--- src/rtl/ps2_event_pkg.sv ---
// Shared definitions for the PS/2 key event path: scan-code constants,
// prefix FSM encoding and the 10-bit event word layout.
package ps2_event_pkg;

  localparam logic [7:0] SC_BREAK  = 8'hF0;
  localparam logic [7:0] SC_EXT    = 8'hE0;
  localparam logic [7:0] SC_PAUSE  = 8'hE1;
  localparam logic [7:0] SC_BAT    = 8'hAA;
  localparam logic [7:0] SC_ACK    = 8'hFA;
  localparam logic [7:0] SC_RESEND = 8'hFE;
  localparam logic [7:0] SC_ECHO   = 8'hEE;

  localparam int EVENT_W = 10;

  typedef enum logic [1:0] {
    ST_IDLE,
    ST_GOT_E0,
    ST_GOT_F0,
    ST_GOT_E0F0
  } prefix_state_t;

  typedef struct packed {
    logic       rel;
    logic       ext;
    logic [7:0] code;
  } event_word_t;

  // Keyboard status/control bytes that never describe a key when seen unprefixed.
  function automatic logic is_ignored_byte(input logic [7:0] b);
    return (b == SC_PAUSE) || (b == SC_BAT) || (b == SC_ACK) ||
           (b == SC_RESEND) || (b == SC_ECHO);
  endfunction

endpackage

--- src/rtl/ps2_event_fifo.sv ---
// Synchronous FIFO with head-of-queue visibility, usable by any keyboard
// consumer. Push is accepted when full only if a pop happens on the same edge.
module ps2_event_fifo #(
  parameter int DEPTH = 4,
  parameter int WIDTH = 10
) (
  input  logic                   clock,
  input  logic                   reset,
  input  logic                   i_push,
  input  logic [WIDTH-1:0]       i_data,
  input  logic                   i_pop,
  output logic [WIDTH-1:0]       o_head,
  output logic                   o_full,
  output logic                   o_empty,
  output logic [$clog2(DEPTH):0] o_count
);

  localparam int PTR_W = $clog2(DEPTH);
  localparam int CNT_W = PTR_W + 1;
  localparam logic [PTR_W-1:0] PTR_ONE = 1;
  localparam logic [CNT_W-1:0] CNT_ONE = 1;
  localparam logic [CNT_W-1:0] CNT_FULL = CNT_W'(DEPTH);

  logic [WIDTH-1:0] r_mem [DEPTH];
  logic [PTR_W-1:0] r_wr_ptr;
  logic [PTR_W-1:0] r_rd_ptr;
  logic [CNT_W-1:0] r_count;
  logic             w_push_ok;
  logic             w_pop_ok;

  assign o_full    = (r_count == CNT_FULL);
  assign o_empty   = (r_count == '0);
  assign o_count   = r_count;
  assign o_head    = r_mem[r_rd_ptr];
  assign w_pop_ok  = i_pop & ~o_empty;
  assign w_push_ok = i_push & (~o_full | w_pop_ok);

  always_ff @(posedge clock) begin
    if (w_push_ok) begin
      r_mem[r_wr_ptr] <= i_data;
    end
  end

  // Power-of-two depth lets the pointers wrap by plain overflow.
  always_ff @(posedge clock) begin
    if (reset) begin
      r_wr_ptr <= '0;
      r_rd_ptr <= '0;
      r_count  <= '0;
    end else begin
      if (w_push_ok) r_wr_ptr <= r_wr_ptr + PTR_ONE;
      if (w_pop_ok)  r_rd_ptr <= r_rd_ptr + PTR_ONE;
      case ({w_push_ok, w_pop_ok})
        2'b10:   r_count <= r_count + CNT_ONE;
        2'b01:   r_count <= r_count - CNT_ONE;
        default: r_count <= r_count;
      endcase
    end
  end

endmodule

--- src/rtl/ps2_key_event_scheduler.sv ---
// Turns the raw PS/2 scan-code byte stream into exactly-once press/release
// events, suppressing typematic repeats, and queues them for a consumer.
module ps2_key_event_scheduler
  import ps2_event_pkg::*;
#(
  parameter int FIFO_DEPTH = 4,
  parameter int HELD_SLOTS = 4
) (
  input  logic       clock,
  input  logic       reset,
  input  logic       byte_valid,
  input  logic [7:0] byte_in,
  input  logic       event_ready,
  output logic       event_valid,
  output logic [7:0] event_code,
  output logic       event_ext,
  output logic       event_release,
  output logic       overflow,
  output logic [2:0] held_count
);

  prefix_state_t r_state;

  logic       w_key_event;
  logic       w_is_break;
  logic       w_is_ext;
  logic [8:0] w_key;
  logic       w_make;
  logic       w_break;
  logic       w_insert;
  logic       w_push;

  always_comb begin
    w_key_event = 1'b0;
    w_is_break  = 1'b0;
    w_is_ext    = 1'b0;
    if (byte_valid && (byte_in != SC_EXT) && (byte_in != SC_BREAK)) begin
      case (r_state)
        ST_IDLE:     w_key_event = ~is_ignored_byte(byte_in);
        ST_GOT_E0:   begin w_key_event = 1'b1; w_is_ext = 1'b1; end
        ST_GOT_F0:   begin w_key_event = 1'b1; w_is_break = 1'b1; end
        ST_GOT_E0F0: begin w_key_event = 1'b1; w_is_ext = 1'b1; w_is_break = 1'b1; end
        default:     w_key_event = 1'b0;
      endcase
    end
  end

  assign w_key   = {w_is_ext, byte_in};
  assign w_make  = w_key_event & ~w_is_break;
  assign w_break = w_key_event & w_is_break;

  always_ff @(posedge clock) begin
    if (reset) begin
      r_state <= ST_IDLE;
    end else if (byte_valid) begin
      case (r_state)
        ST_IDLE: begin
          if (byte_in == SC_EXT)        r_state <= ST_GOT_E0;
          else if (byte_in == SC_BREAK) r_state <= ST_GOT_F0;
          else                          r_state <= ST_IDLE;
        end
        ST_GOT_E0: begin
          if (byte_in == SC_BREAK)      r_state <= ST_GOT_E0F0;
          else if (byte_in == SC_EXT)   r_state <= ST_GOT_E0;
          else                          r_state <= ST_IDLE;
        end
        ST_GOT_F0: begin
          if (byte_in == SC_EXT)        r_state <= ST_GOT_E0F0;
          else if (byte_in == SC_BREAK) r_state <= ST_GOT_F0;
          else                          r_state <= ST_IDLE;
        end
        ST_GOT_E0F0: begin
          if ((byte_in == SC_EXT) || (byte_in == SC_BREAK)) r_state <= ST_GOT_E0F0;
          else                                              r_state <= ST_IDLE;
        end
        default: r_state <= ST_IDLE;
      endcase
    end
  end

  // Held-key table: a make of a tracked key is a typematic repeat.
  logic [HELD_SLOTS-1:0] r_slot_valid;
  logic [8:0]            r_slot_key [HELD_SLOTS];
  logic [HELD_SLOTS-1:0] w_hit;
  logic [HELD_SLOTS-1:0] w_ins_onehot;
  logic [HELD_SLOTS-1:0] w_slot_valid_next;
  logic [HELD_SLOTS:0]   w_free_below;
  logic [2:0]            w_held_next;
  logic [2:0]            r_held_count;

  assign w_free_below[0] = 1'b0;

  for (genvar gi = 0; gi < HELD_SLOTS; gi++) begin : g_slot
    assign w_hit[gi]             = r_slot_valid[gi] && (r_slot_key[gi] == w_key);
    assign w_ins_onehot[gi]      = ~r_slot_valid[gi] & ~w_free_below[gi];
    assign w_free_below[gi+1]    = w_free_below[gi] | ~r_slot_valid[gi];
    assign w_slot_valid_next[gi] = (r_slot_valid[gi] | (w_insert & w_ins_onehot[gi]))
                                   & ~(w_break & w_hit[gi]);
  end

  // A full table leaves w_ins_onehot zero, so the press is emitted untracked.
  assign w_insert = w_make & ~(|w_hit);
  assign w_push   = w_insert | w_break;

  always_comb begin
    w_held_next = '0;
    for (int i = 0; i < HELD_SLOTS; i++) begin
      w_held_next = w_held_next + {2'b00, w_slot_valid_next[i]};
    end
  end

  always_ff @(posedge clock) begin
    if (reset) begin
      r_slot_valid <= '0;
      r_held_count <= '0;
      for (int i = 0; i < HELD_SLOTS; i++) r_slot_key[i] <= '0;
    end else begin
      r_slot_valid <= w_slot_valid_next;
      r_held_count <= w_held_next;
      for (int i = 0; i < HELD_SLOTS; i++) begin
        if (w_insert && w_ins_onehot[i]) r_slot_key[i] <= w_key;
      end
    end
  end

  event_word_t                 w_push_word;
  event_word_t                 w_head;
  logic [EVENT_W-1:0]          w_head_bits;
  logic                        w_full;
  logic                        w_empty;
  logic [$clog2(FIFO_DEPTH):0] w_fifo_count;
  logic                        w_pop;
  logic                        r_overflow;

  assign w_push_word = '{rel: w_is_break, ext: w_is_ext, code: byte_in};
  assign w_head      = event_word_t'(w_head_bits);
  assign w_pop       = event_ready & (w_fifo_count != '0);

  ps2_event_fifo #(
    .DEPTH (FIFO_DEPTH),
    .WIDTH (EVENT_W)
  ) u_fifo (
    .clock   (clock),
    .reset   (reset),
    .i_push  (w_push),
    .i_data  (w_push_word),
    .i_pop   (w_pop),
    .o_head  (w_head_bits),
    .o_full  (w_full),
    .o_empty (w_empty),
    .o_count (w_fifo_count)
  );

  always_ff @(posedge clock) begin
    if (reset) begin
      r_overflow <= 1'b0;
    end else if (w_push && w_full && !w_pop) begin
      r_overflow <= 1'b1;
    end
  end

  // Head fields are masked while empty so stale storage never shows.
  assign event_valid   = ~w_empty;
  assign event_code    = w_empty ? 8'h00 : w_head.code;
  assign event_ext     = ~w_empty & w_head.ext;
  assign event_release = ~w_empty & w_head.rel;
  assign overflow      = r_overflow;
  assign held_count    = r_held_count;

endmodule

--- config.mk ---
export PLATFORM = sky130hd
export DESIGN_NAME = ps2_key_event_scheduler
export DESIGN_NICKNAME = d
export VERILOG_FILES = /design/src/rtl/ps2_event_pkg.sv /design/src/rtl/ps2_event_fifo.sv /design/src/rtl/ps2_key_event_scheduler.sv
export SDC_FILE = /design/constraint.sdc
export NUM_CORES = 1
export LEC_CHECK = 0
export ABC_AREA = 1
export CORE_ASPECT_RATIO = 1.4
export CORE_MARGIN = 3
export CORE_UTILIZATION = 25
export DETAILED_ROUTE_END_ITERATION = 12
export GPL_ROUTABILITY_DRIVEN = 0
export GPL_TIMING_DRIVEN = 1
export SYNTH_ARGS = -nofsm -noshare
export SYNTH_HDL_FRONTEND = slang
export SYNTH_SLANG_ARGS = --single-unit
--- constraint.sdc ---
create_clock -name clock -period 4.6 [get_ports clock]
set_input_delay 0.46 -clock clock [delete_from_list [all_inputs] [get_ports clock]]
set_output_delay 0.46 -clock clock [all_outputs]
set_load 0.05 [all_outputs]
Yosys cells after proc, flatten, opt, wreduce, memory -nomap -nowiden
Memory sizes are Yosys's and may differ from the RTL's. A register that Yosys moved wholly into a read port is not among the register bits.
Cells that the tools add are included.
{"block": "classes", "n_addsub": 7, "eq_ne": 19, "muxes": 37, "n_bitwise": 50, "reduce_logical": 26}
{"op": "$eq A8 B8 Y1 const B", "n": 7}
{"op": "$eq A9 B9 Y1", "n": 4}
{"op": "$mux W9", "n": 4}
{"op": "$and A1 B1 Y1", "n": 23}
{"op": "$mux W1", "n": 22}
{"op": "$ne A8 B8 Y1 const B", "n": 2}
{"op": "$not A1 Y1", "n": 15}
{"op": "$mux W2", "n": 7}
{"op": "$logic_and A1 B1 Y1", "n": 12}
{"op": "$or A1 B1 Y1", "n": 12}
{"op": "$mux W8", "n": 1}
{"op": "$pmux W2 S4", "n": 1}
{"op": "$eq A2 B2 Y1 const B", "n": 3}
{"op": "$pmux W3 S2", "n": 1}
{"op": "$logic_or A1 B1 Y1", "n": 5}
{"op": "$add A2 B1 Y2 const B", "n": 2}
{"op": "$eq A2 B1 Y1 const B", "n": 2}
{"op": "$reduce_or A2 Y1", "n": 2}
{"op": "$reduce_or A4 Y1", "n": 1}
{"op": "$add A2 B1 Y3", "n": 1}
{"op": "$add A3 B1 Y3", "n": 1}
{"op": "$add A3 B1 Y3 const B", "n": 1}
{"op": "$eq A3 B3 Y1 const B", "n": 1}
{"op": "$logic_not A3 Y1", "n": 1}
{"op": "other kinds (8)", "n": 8}
{"block": "word_totals", "ff_bits": 17, "mem_bits_rw": 76, "input_bits": 12, "word_cells": 148, "mem_count": 2}
{"name": "u_fifo.r_mem", "words": 4, "width": 10, "read_ports": 1, "rd_ports_with_merged_regs": 1, "wr": 1, "line_no": "ps2_event_fifo.sv:24", "source": "logic [WIDTH-1:0] r_mem [DEPTH];"}
{"name": "r_slot_key", "words": 4, "width": 9, "read_ports": 4, "rd_ports_with_merged_regs": 0, "wr": 4, "line_no": "ps2_key_event_scheduler.sv:83", "source": "logic [8:0] r_slot_key [HELD_SLOTS];"}

Longest topological paths before layout
Gate-level depths: netlist of the first run.
{"block": "depth", "ltp_word": 16, "depth_mapped": 21, "mapped_depth_nobuf": 20}

Cells and area by module
A second synthesis of the first run with hierarchy kept.
{"block": "unflattened", "cells_unflattened": 518, "area_unflattened_um2": 4858.4}
{"mod": "ps2_key_event_scheduler", "n_inst": 1, "cells_each": 347, "area_each_um2": 2866.5}
{"mod": "ps2_event_fifo", "n_inst": 1, "cells_each": 171, "area_each_um2": 1991.9}

Worst setup path after synthesis of the first run
Ideal clock, no wire load.
{"block": "synth_path", "path_type": "input to register", "from": "input byte_in[0]", "to": "register r_held_count[1] (netlist: held_count[1])", "setup_time_ns": 0.129, "arrival_ns": 2.767, "setup_slack_ns": 1.704, "stages": 19, "path_buffers": 1, "path_cell_list": "buf_2 > nor2_2 > nand2_2 > inv_1 > nand2_2 > nand3_4 > nand2_1 > nand3_2 > nand3_2 > nor2_8 > nand2_2 > nand2_2 > o21ai_2 > inv_1 > fa_1 > ha_1 > ha_1 > inv_1 > nor2_1"}
{"block": "synth_between", "elab_chain_len": 16}
{"item": "start, declared", "line_no": "ps2_key_event_scheduler.sv:12", "source": "input logic [7:0] byte_in,"}
{"item": "parallel branches: the longest is 12 deep, another holds $eq A9 B9 Y1"}
{"item": "$and A1 B1 Y1 (*)", "line_no": "ps2_key_event_scheduler.sv:98", "source": "& ~(w_break & w_hit[gi]);"}
{"item": "via w_slot_valid_next[1]", "line_no": "ps2_key_event_scheduler.sv:86", "source": "logic [HELD_SLOTS-1:0] w_slot_valid_next;"}
{"item": "$add A1 B1 Y2 (*)", "line_no": "ps2_key_event_scheduler.sv:108", "source": "w_held_next = w_held_next + {2'b00, w_slot_valid_next[i]};"}
{"item": "$add A2 B1 Y3 (*)", "line_no": "ps2_key_event_scheduler.sv:108"}
{"item": "$add A3 B1 Y3 (*)", "line_no": "ps2_key_event_scheduler.sv:108"}
{"item": "via w_held_next[1]", "line_no": "ps2_key_event_scheduler.sv:88", "source": "logic [2:0] w_held_next;"}
{"item": "end signal, assigned", "line_no": "ps2_key_event_scheduler.sv:119", "source": "r_held_count <= w_held_next;"}
{"item": "end, declared", "line_no": "ps2_key_event_scheduler.sv:89", "source": "logic [2:0] r_held_count;"}
Mark *: on every way through the listed nets, which the timed path passes.
A chain may end at the register's enable or synchronous reset.

Worst setup path in the final report of the first run
Same ends and word-level chain as after synthesis.

==> key figures, run 1 <==
Route
  • DRC: 0
  • DRT iter0 DRCs: 222
  • Routed wire per std cell: 13.5 um
  • Vias per inst: 4.31
  • DRT Pass-1 Iters: 4
  • Routed Antenna Nets: 0
  • DR vias: 3407
  • Routed wire length: 10700 um

Pwr
  • Psw: 0.000863 W
  • Seq pwr share: 0.412
  • Switch share: 0.345
  • Clock power share: 0.293
  • Pint: 0.00164 W
  • PwrDens: 446 nW/um^2
  • Combinational group share of total power: 0.295
  • VDD IR-drop max: 0.148 mV
  • Lkg Pwr: 2.17 nW

Setup path
  • CP endpoint kind: flop
  • WP data arrival: 3.94 ns
  • Startpoint Class: input pin
  • Worst Setup SP: byte_in[0]
  • Worst r2r src: r_slot_valid[0]
  • Critical Path RT: 4.82 ns
  • Critical path type: in -> reg
  • R2R setup slack: 1.64 ns
  • Worst reg2reg path depth: 13
  • Critical path peak fanout: 11

Clock tree
  • CTS tree: done
  • Number of H-tree levels: 3
  • Worst-Skew Late Latency: 0.35 ns
  • Post-CTS setup buffer count: 0
  • Sink Count: 95
  • Cts hold-fix bufs: 0
  • Root Buffer: clkbuf_16
  • # resized after CTS: 0
  • Clk slew on worst S/H paths: 0.07 ns
  • Num CTS Buffers: 9
  • Clock buffer depth: 2

Synth
  • Synth async-reset ratio: 0
  • Leading area contributor after synthesis: edfxtp_1
  • Flops & latches, synth: 95
  • Synth Instances: 509
  • Post-synth EDFFs: 76
  • Cell variety after synth: 37
  • Synth Flop Type: edfxtp_1
  • Share of the synthesized area in the top cell type: 0.483
  • Post-Syn Nets: 530
  • Synth Cell Area: 4730 um^2
  • Yosys Warn Count: 0
  • Top post-synthesis cells by area: edfxtp_1, nor2_1, dfxtp_1, nand2_1, inv_1
  • Mean Syn Cell Area: 9.29 um^2
  • Sequential share of the synthesized area: 0.563

STA
  • Crit path time final: 3.72 ns
  • Worst Clk Skew: 0.00995 ns
  • F_max: 269 MHz
  • Max Slew Vio Count: 0
  • Worst slew pin tran: 0.619 ns
  • Final setup vio count: 0
  • Worst Hold Slack: 0.479 ns
  • RSZ-0062 raised after global routing: false
  • Max_slew headroom: 0.585
  • Fin crit share: 0.808
  • Final Hold Fails: 0
  • Setup TNS after final layout: 0 ns

Global routing
  • Initial antenna violation count: 0
  • First-pass GRT wire length: 16900 um
  • Global-route usage over all layers: 0.107
  • Number of global-route vias before repair: 3266
  • Largest net degree at the start of global routing: 22
  • Grt ovf: 0

Die
  • CORE AREA: 18300 um^2
  • Die Y: 169 um
  • I/O pins: 27
  • Initial Util: 0.259
  • DIE AREA: 20600 um^2
  • Die width: 122 um
  • Std-Cell Rows: 58

Run
  • MaxCap Viol Count: 0

Outcome
  • Outcome: finished clean

Cells and area
  • Post-route cell area: 5610 um^2
  • Final core occ: 0.307
  • N_diodes: 0
  • Layout cells sized above 1: 0.124
  • Final nets: 566
  • Fillers: 1911
  • Area delta synth->final: 18.7%

Min path
  • Hold_sp: u_fifo.o_count[0]
  • Worst Hold Depth: 1
  • HP Class: reg -> reg

Place
  • IO Port Bufs: 26
  • Post-DP HPWL: 7780 um
  • Placed Area: 5320 um^2
[worst max-delay path: stages]
cell             delay (ns)
clkdlybuf4s50_1        0.73
inv_1                  0.30
nand2_1                0.12
nand2_1                0.09
nor3_1                 0.13
nand3_1                0.13
nor2_1                 0.18
nand3_2                0.16
nand2_4                0.14
inv_2                  0.04
nand2_2                0.10
nand2_1                0.06
o21ai_0                0.14
inv_1                  0.11
fa_1                   0.49
ha_1                   0.19
ha_1                   0.26
inv_1                  0.05
nor2_1                 0.03
[cell usage in the layout (no fill, tap or decap), types with 2 or more instances in the layout]
| cell type | count |
|---|---|
| nor2_4 | 2 |
| clkbuf_16 | 9 |
| nand3_4 | 3 |
| inv_1 | 57 |
| edfxtp_1 | 76 |
| xnor2_1 | 5 |
| fa_1 | 2 |
| inv_2 | 7 |
| ha_1 | 7 |
| dfxtp_1 | 19 |
| nor2_2 | 6 |
| nand4_1 | 10 |
| or2_2 | 2 |
| o21ai_0 | 42 |
| nand2_2 | 9 |
| nor3_1 | 3 |
| nand3_1 | 15 |
| clkinvlp_4 | 2 |
| nor2_1 | 116 |
| xor2_1 | 3 |
| nand2_1 | 66 |
| clkinv_1 | 3 |
| o21ai_2 | 2 |
| clkdlybuf4s50_1 | 26 |
| a21oi_1 | 26 |
| nand2_4 | 2 |
| buf_4 | 11 |
| nand3_2 | 5 |
[layer usage]
metal  vias to the layer above  part of all wire  global-route usage
met3                        22             0.037              0.0261
met4                         0             0.039              0.0565
met2                        68              0.53               0.194
li1                       1748                 -                   -
met1                      1569              0.39               0.112
met5                         -                 0                   0
[cell type report]
cell class	count	area (um^2)	share of cell area
Sequential cell	95	2660	0.474
Clock inverter	7	71.3	0.0127
Clock buffer	9	225	0.0401
Multi-Input combinational cell	336	1760	0.314
Inverter	66	248	0.0441
Tap cell	240	300	0.0535
Timing Repair Buffer	37	343	0.0611
[power by group through the flow]
stage	clock, W	sequential [W]	combinational [W]
after floorplan	0	0.00105	0.000506
after global placement	0	0.00105	0.000740
after detailed placement	0	0.00105	0.000748
after CTS	0.000753	0.00103	0.000750
after global routing	0.000787	0.00104	0.000805
final	0.000733	0.00103	0.000739
[final timing paths]
check | end
worst min register to register | u_fifo.o_count[0]
worst max-delay path | held_count[1]
worst max register to register | held_count[1]
worst min-delay path | u_fifo.o_count[0]
[synth_stat cells (3+ instances only)]
master / instances
o21ai_0: 42
nand2_1: 66
inv_2: 7
buf_2: 3
nand3_2: 5
nand4_1: 10
edfxtp_1: 76
nand2_2: 9
ha_1: 7
inv_1: 57
nor2_1: 116
a21oi_1: 26
nor2_2: 6
nand3_1: 15
dfxtp_1: 19
nor3_1: 3
nand3_4: 3
xnor2_1: 5
clkbuf_1: 8
xor2_1: 3
[per-stage QoR]
| stage | std cells | setup slack (ns) | power, W |
|---|---|---|---|
| floorplan | 509 | 1.70 | 0.00156 |
| global placement | 774 | 0.522 | 0.00179 |
| detailed placement | 774 | 0.573 | 0.00180 |
| CTS | 790 | 0.863 | 0.00254 |
| global route | 790 | 0.663 | 0.00263 |
| finish | 790 | 0.885 | 0.00250 |
[cells by family after synthesis]
logic type | Yosys count | share of synthesized area
simple gates | 246 | 0.248
flops | 95 | 0.563
buf+inv | 78 | 0.0643
compound gates | 73 | 0.0825
fa+ha+maj | 9 | 0.0270
xor+xnor | 8 | 0.0148
[sequential cells by signal (all words and copies together), names as in the netlist, named ones only]
register,count
r_slot_valid,4
u_fifo.r_mem,40
u_fifo.r_rd_ptr,2
u_fifo.o_count,3
r_slot_key,36
r_state,2
u_fifo.r_wr_ptr,2
held_count,3
overflow,1
Note: power is estimated with default switching activity, not from simulation.
==> inputs of run 2 (changes only) <==
==> constraint.sdc (replaced) <==
create_clock -name clock -period 3.7 [get_ports clock]
set_input_delay 0.37 -clock clock [delete_from_list [all_inputs] [get_ports clock]]
set_output_delay 0.37 -clock clock [all_outputs]
set_load 0.05 [all_outputs]
==> run 2 against run 1 <==
Net effect: cell area grew 3.2%; clock power is 34% higher; setup slack lost 0.50 ns; count of clock-buffer cells in the layout did not move; register-to-register slack got worse by 0.73 ns; sequential cell count is the same; hold slack got worse by 0.012 ns; die area stayed put; first-iteration DRC count down 2.3%; critical endpoint unchanged.
==> key figures, run 2 (synthesis gave the netlist of run 1 again) <==
Setup path
  • Critical path peak fanout: 9 (was 11)
  • CP endpoint kind: flop (unchanged)
  • WP data arrival: 3.55 ns (was 3.94 ns)
  • Critical Path RT: 3.93 ns (was 4.82 ns)
  • Startpoint Class: input pin (unchanged)
  • Critical path type: in -> reg (unchanged)
  • R2R setup slack: 0.91 ns (was 1.64 ns)

Clock tree
  • Number of H-tree levels: 3 (unchanged)
  • Worst-Skew Late Latency: 0.34 ns (was 0.35 ns)
  • # resized after CTS: 0 (unchanged)
  • Post-CTS setup buffer count: 0 (unchanged)
  • Cts hold-fix bufs: 0 (unchanged)
  • Sink Count: 95 (unchanged)
  • Clock buffer depth: 2 (unchanged)
  • Num CTS Buffers: 9 (unchanged)
  • Clk slew on worst S/H paths: 0.06 ns (was 0.07 ns)
  • CTS tree: done (unchanged)
  • Root Buffer: clkbuf_16 (unchanged)

Cells and area
  • Layout cells sized above 1: 0.156 (was 0.124)
  • Commonest non-fill, non-tap cell in the layout: nor2_1 (unchanged)
  • Register area: 2660 um^2 (unchanged)
  • Final nets: 587 (was 566)
  • Fillers: 1871 (was 1911)
  • Top flop regs: u_fifo.r_mem x40, r_slot_key x36, r_slot_valid x4 (unchanged)
  • N_diodes: 0 (unchanged)
  • Final core occ: 0.317 (was 0.307)
  • Largest Register: u_fifo.r_mem (unchanged)
  • Area delta synth->final: 22.5% (was 18.7%)
  • Largest register FFs: 40 (unchanged)
  • Commonest cells after routing, fill and taps aside: nor2_1, edfxtp_1, nand2_1 (unchanged)
  • Area of the multi-input gates: 1760 um^2 (unchanged)

Run
  • MaxCap Viol Count: 0 (unchanged)

Route
  • Routed wire per std cell: 13.3 um (was 13.5 um)
  • DRC: 0 (unchanged)
  • Routed wire length: 10800 um (was 10700 um)
  • DR vias: 3499 (was 3407)
  • DRT iter0 DRCs: 217 (was 222)
  • Vias per inst: 4.32 (was 4.31)
  • DRT Pass-1 Iters: 4 (unchanged)
  • Routed Antenna Nets: 0 (unchanged)

STA
  • Setup TNS after final layout: 0 ns (unchanged)
  • Crit path time final: 3.32 ns
  • F_max: 302 MHz
  • Fin crit share: 0.896
  • Worst Hold Slack: 0.467 ns (was 0.479 ns)
  • Max_slew headroom: 0.635 (was 0.585)
  • Final Hold Fails: 0 (unchanged)
  • Final setup vio count: 0 (unchanged)
  • Max Slew Vio Count: 0 (unchanged)
  • RSZ-0062 raised after global routing: false (unchanged)
  • Worst slew pin tran: 0.546 ns (was 0.619 ns)
  • Worst Clk Skew: 0.0103 ns (was 0.00995 ns)

Die
  • Die width: 122 um (unchanged)
  • Initial Util: 0.259 (unchanged)
  • Die Y: 169 um (unchanged)
  • DIE AREA: 20600 um^2 (unchanged)
  • Std-Cell Rows: 58 (unchanged)
  • CORE AREA: 18300 um^2 (unchanged)
  • I/O pins: 27 (unchanged)

Global routing
  • First-pass GRT wire length: 17400 um (was 16900 um)
  • Met2 Usage GRT: 0.212 (was 0.194)
  • Number of global-route vias before repair: 3418 (was 3266)
  • Layer with the highest usage: met2 (unchanged)
  • M3 GR Usage: 0.0217 (was 0.0261)
  • Global-route usage over all layers: 0.110 (was 0.107)
  • Grt ovf: 0 (unchanged)
  • Initial antenna violation count: 0 (unchanged)
  • Met1 usage: 0.113 (was 0.112)
  • Largest net degree at the start of global routing: 21 (was 22)

Outcome
  • Outcome: finished clean (unchanged)

Min path
  • HP Class: reg -> reg (unchanged)

Place
  • Post-DP HPWL: 8320 um (was 7780 um)
  • IO Port Bufs: 26 (unchanged)

Pwr
  • Lkg Pwr: 2.29 nW (was 2.17 nW)
  • PwrDens: 552 nW/um^2 (was 446 nW/um^2)
  • VDD IR-drop max: 0.208 mV (was 0.148 mV)
-- run 2: worst paths after layout --
check                     startpoint                 end  depth (start not counted)
setup reg to reg    r_slot_key[0][6]       held_count[1]                         12
hold / removal    u_fifo.r_rd_ptr[1]  u_fifo.r_rd_ptr[1]                          2
setup / recovery          byte_in[4]       held_count[1]                         20
hold reg to reg   u_fifo.r_rd_ptr[1]  u_fifo.r_rd_ptr[1]                          2
-- run 2: cell type report --
| type | instances | area share |
|---|---|---|
| Clock inverter | 6 | 0.0162 |
| Timing Repair Buffer | 58 | 0.0864 |
| Inverter | 66 | 0.0428 |
| Multi-Input combinational cell | 336 | 0.304 |
| Sequential cell | 95 | 0.460 |
| Clock buffer | 9 | 0.0389 |
| Tap cell | 240 | 0.0518 |
-- run 2: worst max-delay path, stage by stage --
cell             delay (ns)
clkdlybuf4s50_1        0.59
buf_4                  0.19
nand2_1                0.11
nor2_2                 0.19
nand2_2                0.14
nand3_4                0.16
inv_2                  0.09
nand2_2                0.06
nand3_2                0.11
nand2_4                0.14
inv_2                  0.05
nand2_2                0.06
nand2_1                0.04
o21ai_0                0.10
inv_1                  0.10
fa_1                   0.50
ha_1                   0.20
ha_1                   0.27
inv_1                  0.05
nor2_1                 0.03
-- run 2: metal layers --
metal,wire (um),up-vias
met3,356,19
met4,310,0
met2,6020,57
met5,0,-
li1,-,1790
met1,4110,1633
-- run 2: power by group --
group / leakage, nW / internal (W) / switching [W]
clock network: 0.152 / 0.000593 / 0.000388
logic: 1.23 / 0.000294 / 0.000638
registers: 0.902 / 0.00124 / 0.0000490
-- run 2: metrics by stage --
| step | instance area (um^2) | setup WS, ns | power [W] | instances |
|---|---|---|---|---|
| CTS | 5790 | 0.396 | 0.00324 | 810 |
| detailed placement | 5470 | 0.0556 | 0.00226 | 795 |
| finish | 5790 | 0.384 | 0.00320 | 810 |
| global route | 5790 | 0.184 | 0.00337 | 810 |
| global placement | 5470 | 0.0418 | 0.00225 | 795 |
| floorplan | 4730 | 0.894 | 0.00193 | 509 |
==> inputs of run 3 (changes only) <==
--- a/config.mk
+++ b/config.mk
@@ -15,3 +15,4 @@
 export SYNTH_ARGS = -nofsm -noshare
 export SYNTH_HDL_FRONTEND = slang
 export SYNTH_SLANG_ARGS = --single-unit
+export TNS_END_PERCENT = 5
==> results of run 3 <==
Same layout as run 2: the final DEF is identical, and so are final timing and power.
